## src/rtl/video_pkg.sv

```systemverilog
// Shared video constants: RGB565 field layout, transparent key, screen coordinate width.
// Also holds the half-transparency field average used by the mixer.
package video_pkg;

  localparam int COORD_W = 10;
  localparam int R_LSB   = 11;
  localparam int G_LSB   = 5;
  localparam int B_LSB   = 0;

  localparam logic [15:0] KEY_RGB_DEF = 16'hF81F;
  localparam logic [2:0]  CH_NONE     = 3'd7;

  // Per-field truncated average of a sprite and a background RGB565 pixel.
  function automatic logic [15:0] rgb_half(input logic [15:0] s, input logic [15:0] b);
    logic [5:0] r;
    logic [6:0] g;
    logic [5:0] bl;
    r  = {1'b0, s[R_LSB +: 5]} + {1'b0, b[R_LSB +: 5]};
    g  = {1'b0, s[G_LSB +: 6]} + {1'b0, b[G_LSB +: 6]};
    bl = {1'b0, s[B_LSB +: 5]} + {1'b0, b[B_LSB +: 5]};
    return {r[5:1], g[6:1], bl[5:1]};
  endfunction

endpackage

```

## src/rtl/sprite_hit_addr.sv

```systemverilog
// One sprite channel: frame-latched shadows, hit test, mirroring and ROM address (S1),
// plus the hit/half flags delayed to line up with the ROM data return (S2).
module sprite_hit_addr
  import video_pkg::*;
#(
  parameter int SPR_W  = 64,
  parameter int SPR_H  = 64,
  parameter int ADDR_W = 14
) (
  input  logic               CLK,
  input  logic               RSTn,
  input  logic               frame_start,
  input  logic [COORD_W-1:0] pix_x,
  input  logic [COORD_W-1:0] pix_y,
  input  logic               en,
  input  logic [COORD_W-1:0] x,
  input  logic [COORD_W-1:0] y,
  input  logic               toward,
  input  logic [ADDR_W-1:0]  base,
  input  logic               half,
  output logic [ADDR_W-1:0]  rom_addr,
  output logic               hit_d,
  output logic               half_d
);

  localparam int XW = $clog2(SPR_W);

  logic               en_sh, tw_sh, half_sh;
  logic [COORD_W-1:0] x_sh, y_sh;
  logic [ADDR_W-1:0]  base_sh;

  logic [COORD_W:0]   dx, dy, lx;
  logic               hit, hit_q, half_q;
  logic [ADDR_W-1:0]  addr_next;

  // The extra top bit is the borrow: a pixel left of / above the sprite never wraps into it.
  assign dx  = {1'b0, pix_x} - {1'b0, x_sh};
  assign dy  = {1'b0, pix_y} - {1'b0, y_sh};
  assign hit = en_sh & ~dx[COORD_W] & ~dy[COORD_W]
             & (dx[COORD_W-1:0] < COORD_W'(SPR_W))
             & (dy[COORD_W-1:0] < COORD_W'(SPR_H));
  assign lx        = tw_sh ? (COORD_W+1)'(SPR_W - 1) - dx : dx;
  assign addr_next = base_sh + ADDR_W'({dy, {XW{1'b0}}}) + ADDR_W'(lx);

  always_ff @(posedge CLK or negedge RSTn) begin
    if (!RSTn) begin
      en_sh    <= 1'b0;
      tw_sh    <= 1'b0;
      half_sh  <= 1'b0;
      x_sh     <= '0;
      y_sh     <= '0;
      base_sh  <= '0;
      rom_addr <= '0;
      hit_q    <= 1'b0;
      half_q   <= 1'b0;
      hit_d    <= 1'b0;
      half_d   <= 1'b0;
    end else begin
      if (frame_start) begin
        en_sh   <= en;
        tw_sh   <= toward;
        half_sh <= half;
        x_sh    <= x;
        y_sh    <= y;
        base_sh <= base;
      end
      rom_addr <= addr_next;
      hit_q    <= hit;
      half_q   <= half_sh;
      hit_d    <= hit_q;
      half_d   <= half_q;
    end
  end

endmodule

```

## src/rtl/video_sprite_mixer.sv

```systemverilog
// N-channel sprite compositor: fixed-priority colour-keyed overlay on the background, 3-cycle latency,
// no backpressure. Optional half transparency under `VIDEO_MIX_HALF_ALPHA_EN.
module video_sprite_mixer
  import video_pkg::*;
#(
  parameter int          N_CH    = 4,
  parameter int          SPR_W   = 64,
  parameter int          SPR_H   = 64,
  parameter int          ADDR_W  = 14,
  parameter logic [15:0] KEY_RGB = KEY_RGB_DEF
) (
  input  logic                      CLK,
  input  logic                      RSTn,
  input  logic                      frame_start,
  input  logic                      pix_valid,
  input  logic [COORD_W-1:0]        pix_x,
  input  logic [COORD_W-1:0]        pix_y,
  input  logic [15:0]               bg_rgb,
  input  logic [N_CH-1:0]           ch_en,
  input  logic [N_CH*COORD_W-1:0]   ch_x,
  input  logic [N_CH*COORD_W-1:0]   ch_y,
  input  logic [N_CH-1:0]           ch_toward,
  input  logic [N_CH*ADDR_W-1:0]    ch_base,
  input  logic [N_CH-1:0]           ch_half,
  output logic [N_CH*ADDR_W-1:0]    rom_addr,
  input  logic [N_CH*16-1:0]        rom_data,
  output logic                      out_valid,
  output logic [15:0]               out_rgb,
  output logic [2:0]                out_ch,
  output logic                      collision
);

  logic [N_CH-1:0] hit_d, half_d, opaque;
  logic            vld_q, vld_d, acc, pair;
  logic [15:0]     bg_q, bg_d, win_rgb, mix_rgb;
  logic [2:0]      win_ch;
  logic            win_half, win_found;

  for (genvar i = 0; i < N_CH; i++) begin : g_ch
    sprite_hit_addr #(.SPR_W(SPR_W), .SPR_H(SPR_H), .ADDR_W(ADDR_W)) u_ch (
      .CLK         (CLK),
      .RSTn        (RSTn),
      .frame_start (frame_start),
      .pix_x       (pix_x),
      .pix_y       (pix_y),
      .en          (ch_en[i]),
      .x           (ch_x[COORD_W*i +: COORD_W]),
      .y           (ch_y[COORD_W*i +: COORD_W]),
      .toward      (ch_toward[i]),
      .base        (ch_base[ADDR_W*i +: ADDR_W]),
      .half        (ch_half[i]),
      .rom_addr    (rom_addr[ADDR_W*i +: ADDR_W]),
      .hit_d       (hit_d[i]),
      .half_d      (half_d[i])
    );
  end

  always_ff @(posedge CLK or negedge RSTn) begin
    if (!RSTn) begin
      vld_q <= 1'b0;
      vld_d <= 1'b0;
      bg_q  <= '0;
      bg_d  <= '0;
    end else begin
      vld_q <= pix_valid;
      vld_d <= vld_q;
      bg_q  <= bg_rgb;
      bg_d  <= bg_q;
    end
  end

  always_comb begin
    opaque = '0;
    for (int i = 0; i < N_CH; i++) opaque[i] = hit_d[i] & (rom_data[16*i +: 16] != KEY_RGB);
  end

  always_comb begin
    win_found = 1'b0;
    win_ch    = CH_NONE;
    win_rgb   = bg_d;
    win_half  = 1'b0;
    for (int i = 0; i < N_CH; i++) begin
      if (opaque[i] && !win_found) begin
        win_found = 1'b1;
        win_ch    = 3'(i);
        win_rgb   = rom_data[16*i +: 16];
        win_half  = half_d[i];
      end
    end
  end

`ifdef VIDEO_MIX_HALF_ALPHA_EN
  assign mix_rgb = (win_found && win_half) ? rgb_half(win_rgb, bg_d) : win_rgb;
`else
  logic half_unused;
  assign half_unused = win_half;
  assign mix_rgb     = win_rgb;
`endif

  assign pair = vld_d & opaque[0] & opaque[1];

  // A colliding pixel coincident with frame_start seeds the new frame's accumulator.
  always_ff @(posedge CLK or negedge RSTn) begin
    if (!RSTn) begin
      out_valid <= 1'b0;
      out_rgb   <= '0;
      out_ch    <= CH_NONE;
      collision <= 1'b0;
      acc       <= 1'b0;
    end else begin
      out_valid <= vld_d;
      out_rgb   <= mix_rgb;
      out_ch    <= win_ch;
      if (frame_start) begin
        collision <= acc;
        acc       <= pair;
      end else begin
        acc <= acc | pair;
      end
    end
  end

endmodule

```

## config.mk

```make
export PLATFORM = sky130hd
export DESIGN_NAME = video_sprite_mixer
export DESIGN_NICKNAME = d
export VERILOG_FILES = /design/src/rtl/video_pkg.sv /design/src/rtl/sprite_hit_addr.sv /design/src/rtl/video_sprite_mixer.sv
export SDC_FILE = /design/constraint.sdc
export NUM_CORES = 1
export LEC_CHECK = 0
export ABC_AREA = 1
export CAP_MARGIN = 20
export CORE_ASPECT_RATIO = 1.5
export CORE_MARGIN = 1.5
export CORE_UTILIZATION = 45
export CTS_CLUSTER_SIZE = 16
export DETAILED_ROUTE_END_ITERATION = 12
export DONT_BUFFER_PORTS = 1
export PLACE_DENSITY = 0.7
export SETUP_SLACK_MARGIN = 0.15
export SYNTH_ARGS = -nofsm -noshare
export SYNTH_HDL_FRONTEND = slang
export SYNTH_HIERARCHICAL = 1
export SYNTH_SLANG_ARGS = --single-unit
```

## constraint.sdc

```tcl
create_clock -name CLK -period 4.9 [get_ports CLK]
set_clock_uncertainty 0.1 [all_clocks]
set_input_delay 0 -clock CLK [delete_from_list [all_inputs] [get_ports CLK]]
set_output_delay 0 -clock CLK [all_outputs]
set_load 0.02 [all_outputs]
```

# Word level (Yosys, flattened, before mapping)
# Index checks and enable logic that the tools add are counted.
dict set report word_totals {
  ff_bits 264
  word_cells 126
}
dict set report op_classes {
  add_sub_neg 20
  magnitude_cmp 8
  eq_ne 4
  muxes 16
  n_bitwise 31
  reduce_logical 6
}
# operator n
set ops {}
lappend ops {{$sub A10 B10 Y11} 8}
lappend ops {{$lt A10 B7 Y1 const B} 8}
lappend ops {{$mux W16} 4}
lappend ops {{$ne A16 B16 Y1 const B} 4}
lappend ops {{$add A14 B11 Y14} 4}
lappend ops {{$add A14 B14 Y14} 4}
lappend ops {{$mux W11} 4}
lappend ops {{$sub A6 B11 Y11 const A} 4}
lappend ops {{$and A1 B1 Y1} 22}
lappend ops {{$mux W3} 4}
lappend ops {{$not A1 Y1} 8}
lappend ops {{$mux W1} 4}
lappend ops {{$logic_and A1 B1 Y1} 3}
lappend ops {{$logic_not A1 Y1} 3}
lappend ops {{$or A1 B1 Y1} 1}

# Longest topological paths before layout
dict set report depth {
  word_depth 12
  mapped_depth 27
  mapped_depth_nobuf 27
}

# Modules after synthesis
# The synthesis kept the hierarchy.
# mod n_inst cells_each area_each_um2
set by_module_without_submodules {}
lappend by_module_without_submodules {{sprite_hit_addr at g_ch[2].u_ch} 1 480 3927.5}
lappend by_module_without_submodules {{sprite_hit_addr at g_ch[3].u_ch} 1 474 3893.7}
lappend by_module_without_submodules {{sprite_hit_addr at g_ch[0].u_ch} 1 476 3866.2}
lappend by_module_without_submodules {{sprite_hit_addr at g_ch[1].u_ch} 1 461 3862.5}
lappend by_module_without_submodules {video_sprite_mixer 1 363 2757.6}

# Worst setup path after synthesis
# Ideal clock, no wire load.
dict set report synth_timing {
  path_kind {reg-to-reg}
  start {register g_ch[1].u_ch.x_sh[0]}
  end {register g_ch[1].u_ch.rom_addr[13]}
  setup_ns 0.128
  arrival_ns 3.398
  required_ns 4.672
  setup_slack_ns 1.274
  path_stages_with_launch 21
  period_less_slack_ns 3.626
  path_cell_list {dfrtp_1 -> ha_1 -> fa_1 -> inv_1 -> nand3_1 -> nand3_2 -> nand2_1 -> nand2_1 -> nand2_1 -> nand2_1 -> ha_1 -> nor2_1 -> xor2_1 -> fa_1 -> inv_1 -> ha_1 -> a21oi_1 -> o21ai_0 -> a21oi_1 -> o21ai_0 -> xor2_1}
}
dict set report synth_between {
  elab_chain_len 4
}
# element line
set synth_lines {}
lappend synth_lines {{start, declared} sprite_hit_addr.sv:29} ;# logic [COORD_W-1:0] x_sh, y_sh;
lappend synth_lines {{start signal, assigned} sprite_hit_addr.sv:50} ;# x_sh <= '0;
lappend synth_lines {{start signal, assigned} sprite_hit_addr.sv:63} ;# x_sh <= x;
lappend synth_lines {{$sub A10 B10 Y11 *} sprite_hit_addr.sv:37} ;# assign dx = {1'b0, pix_x} - {1'b0, x_sh};
lappend synth_lines {{$sub A6 B11 Y11} sprite_hit_addr.sv:42} ;# assign lx = tw_sh ? (COORD_W+1)'(SPR_W - 1) - dx : dx;
lappend synth_lines {{$mux W11 *} sprite_hit_addr.sv:42}
lappend synth_lines {{$add A14 B11 Y14 *} sprite_hit_addr.sv:43} ;# assign addr_next = base_sh + ADDR_W'({dy, {XW{1'b0}}}) + ADDR_W'(lx);
lappend synth_lines {{net g_ch[1].u_ch.addr_next[13]} sprite_hit_addr.sv:34} ;# logic [ADDR_W-1:0] addr_next;
lappend synth_lines {{end signal, assigned} sprite_hit_addr.sv:67} ;# rom_addr <= addr_next;
lappend synth_lines {{end, declared} sprite_hit_addr.sv:21} ;# output logic [ADDR_W-1:0] rom_addr,
# The timed path passes the listed nets; every way through them passes the cells marked *.
# A chain may end at the register's enable or synchronous reset.

# Worst setup path after layout
dict set report layout_timing {
  start {input port rom_data[23]}
  end {register out_rgb[14]}
}
dict set report layout_between {
  elab_chain_len 10
}
# element line
set layout_lines {}
lappend layout_lines {{start, declared} video_sprite_mixer.sv:26} ;# input logic [N_CH*16-1:0] rom_data,
lappend layout_lines {{$ne A16 B16 Y1 *} video_sprite_mixer.sv:74} ;# for (int i = 0; i < N_CH; i++) opaque[i] = hit_d[i] & (rom_data[16*i +: 16] != KEY_RGB);
lappend layout_lines {{$and A1 B1 Y1 *} video_sprite_mixer.sv:74}
lappend layout_lines {{$logic_and A1 B1 Y1 *} video_sprite_mixer.sv:83} ;# if (opaque[i] && !win_found) begin
lappend layout_lines {{$mux W1} video_sprite_mixer.sv:83}
lappend layout_lines {{$logic_not A1 Y1} video_sprite_mixer.sv:83}
lappend layout_lines {{$logic_and A1 B1 Y1} video_sprite_mixer.sv:83}
lappend layout_lines {{$mux W1} video_sprite_mixer.sv:83}
lappend layout_lines {{$logic_not A1 Y1} video_sprite_mixer.sv:83}
lappend layout_lines {{$logic_and A1 B1 Y1} video_sprite_mixer.sv:83}
lappend layout_lines {{$mux W16 *} video_sprite_mixer.sv:83}
lappend layout_lines {{net mix_rgb[14]} video_sprite_mixer.sv:35} ;# logic [15:0] bg_q, bg_d, win_rgb, mix_rgb;
lappend layout_lines {{end signal, assigned} video_sprite_mixer.sv:112} ;# out_rgb <= mix_rgb;
lappend layout_lines {{end, declared} video_sprite_mixer.sv:28} ;# output logic [15:0] out_rgb,
# Marks and branches as above.

==> impl_metrics.ini <==
[finish]
postLayoutCoreUtil_pct = 62.1
drive_gt1_share_pct = 6.70
multi_input_area_mm2 = 0.00979
fin_area_mm2 = 0.0244
areaGrowthSynthToFinish_pct = 36.0
fin_nets = 3171
filler_cell_count = 3134
regArea_mm2 = 0.00661

[place]
gp_congestion = 0.932
dpl_cell_area_mm2 = 0.0183
port_buffers = 0
dp_slack_ps = 899
post-dp-hpwl_mm = 37.1

[grt]
grt_pass1_vias = 17800
gr-total-overflow = 0
grt_max_degree = 265
antenna_found_initial = 13
grt_pass1_wl_mm = 90.9
grtUsageTotal_pct = 28.0

[power_and_ir_drop]
pwr_density_cell_mw_per_mm2 = 384
swShare_pct = 39.2
p_seq_share_pct = 32.9
p_clk_share_pct = 25.4
p_sw_uw = 3680
total_power_uw = 9370
leakagePower_uw = 0.0122
internal_power_uw = 5700
peakVddDrop_mv = 0.429
combPwrFrac_pct = 41.7

[cts]
clk_latency_ps = 580
cts.sinks = 264
cts_hold_buf = 494
ctsHtreeMaxLevel = 1
clk_pin_slew_ps = 70
clockRootBuffer = clkbuf_16
cts_tree = yes
clk_path_buf_depth = 3
cts_inserted_buffers = 29

[die]
die_y_um = 248
ios = 329
start_util_pct = 45.7
coreArea_mm2 = 0.0393
die_area_mm2 = 0.0411
row_count = 89
die_w_um = 166

[timing]
worstMarginPinSlew_ps = 713
fmax_mhz = 213
fin_crit_sh_pct = 96.0
fin_crit_ps = 4700
relSlewSlack_pct = 52.3
tns_ps = 0
slew_viol_final = 0
hold_viol = 264
rsz0062_at_grt = no
hold_slack_ps = -971
setup_ws_ps = 198
setup_viol = 0

[synthesis]
syn-num-nets = 2686
syn_area_per_cell_um2 = 8.03
synth_warnings = 6
syn-cell-area_mm2 = 0.0180
syn_inst = 2238

[setup_path]
cp-start-kind = input port
path_class = input port to flip-flop
cp_data_arrival_time_ps = 5110
crit_required_ps = 5310
worstSetupEndpointType = flip-flop
crit_path_max_fanout = 6

[detailed_routing]
wl_per_cell_um = 18.1
route.detailed.vias_per_inst = 5.23
routed_wl_mm = 58.9
drc = 0
vias = 17000
first_pass_iters = 7
ant_nets = 0
drt-initial-drc-count = 982

[run_status]
failed_checks = negative hold slack
outcome = finished, violations left

[min_path]
hp-class = input port to async pin

[run]
maxCapViolCount = 0
==> stage by stage <==
step	std cells	hold slack [ps]
after floorplan	2238	-396
after global placement	2691	-386
after detailed placement	2691	-381
after CTS	3239	-1020
after global routing	3255	-997
final	3259	-971
==> path summary, 6_finish.rpt <==
check                                startpoint                         to  slack, ps  depth (start not counted)
setup / recovery                   rom_data[23]                out_rgb[14]        200                         17
max in group asynchronous                  RSTn                  out_ch[0]       5330                          0
setup reg to reg           g_ch[3].u_ch/x_sh[0]  g_ch[3].u_ch/rom_addr[12]        770                         16
min in group CLK                       pix_y[5]  g_ch[3].u_ch/rom_addr[13]         50                          8
hold / removal                             RSTn    g_ch[0].u_ch/base_sh[9]       -970                          0
hold reg to reg              g_ch[0].u_ch/hit_q         g_ch[0].u_ch/hit_d        250                          0
==> sequential cells by signal (all words and copies together) (netlist names) <==
register,cells
vld_q,1
collision,1
g_ch.u_ch/hit_d,4
bg_d,16
out_rgb,16
g_ch.u_ch/hit_q,4
g_ch.u_ch/en_sh,4
g_ch.u_ch/rom_addr,56
out_ch,3
g_ch.u_ch/tw_sh,4
g_ch.u_ch/base_sh,56
acc,1
bg_q,16
vld_d,1
out_valid,1
g_ch.u_ch/x_sh,40
g_ch.u_ch/y_sh,40
==> cell type report <==
type                            count  share of cell area (%)
Inverter                          359                    5.52
Clock inverter                     18                   0.994
Tap cell                          500                    2.56
Sequential cell                   264                    27.1
Timing Repair Buffer              499                    20.4
Antenna cell                       13                   0.133
Multi-Input combinational cell   1570                    40.1
Clock buffer                       36                    3.24
==> layout by cell type, fill, tap and decap left out, types with 14 or more instances in the layout <==
cell type      instances
nand2_1              576
dlygate4sd3_1        494
inv_1                357
dfrtp_1              261
ha_1                 164
o21ai_0              143
nor2_1               131
nand3_1              131
a21oi_1               95
xor2_1                60
mux2_2                48
xnor2_1               47
fa_1                  32
clkbuf_16             29
nand2_2               26
nand4_1               21
nand3b_1              14
==> power groups by stage <==
| stage | sequential [µW] | combinational [µW] | clock (µW) |
|---|---|---|---|
| final | 3080 | 3900 | 2380 |
| after floorplan | 3040 | 2680 | 0 |
| after global placement | 3120 | 3190 | 0 |
| after global routing | 3110 | 4340 | 2520 |
| after detailed placement | 3120 | 3310 | 0 |
| after CTS | 3080 | 3730 | 2440 |
==> worst max-delay path: stages <==
cell,delay (ps)
dlygate4sd3_1,550
nor2_1,90
dlygate4sd3_1,550
nand3_1,60
dlygate4sd3_1,590
nor2_1,110
dlygate4sd3_1,560
nand2_1,50
dlygate4sd3_1,560
nand2_2,120
nand3_4,170
nor2_8,260
buf_4,150
nand2_1,40
dlygate4sd3_1,570
nand2_1,100
dlygate4sd3_1,580
==> routing by layer <==
metal  vias up  wire length [µm]  GRT usage (%)
li1       8087                 -              -
met1      7985             20900           29.3
met2       727             30200           52.2
met3       236              3840           4.83
met4         4              3920           16.8
met5         -                27              0
==> repair_timing <==
action / in CTS / in global routing
setup buffers: 0 / 5
endpoints found under the hold margin: 462 / 264
setup endpoints to repair: 0 / 15
resized for setup: 0 / 2
(Power assumes the default switching activity.)
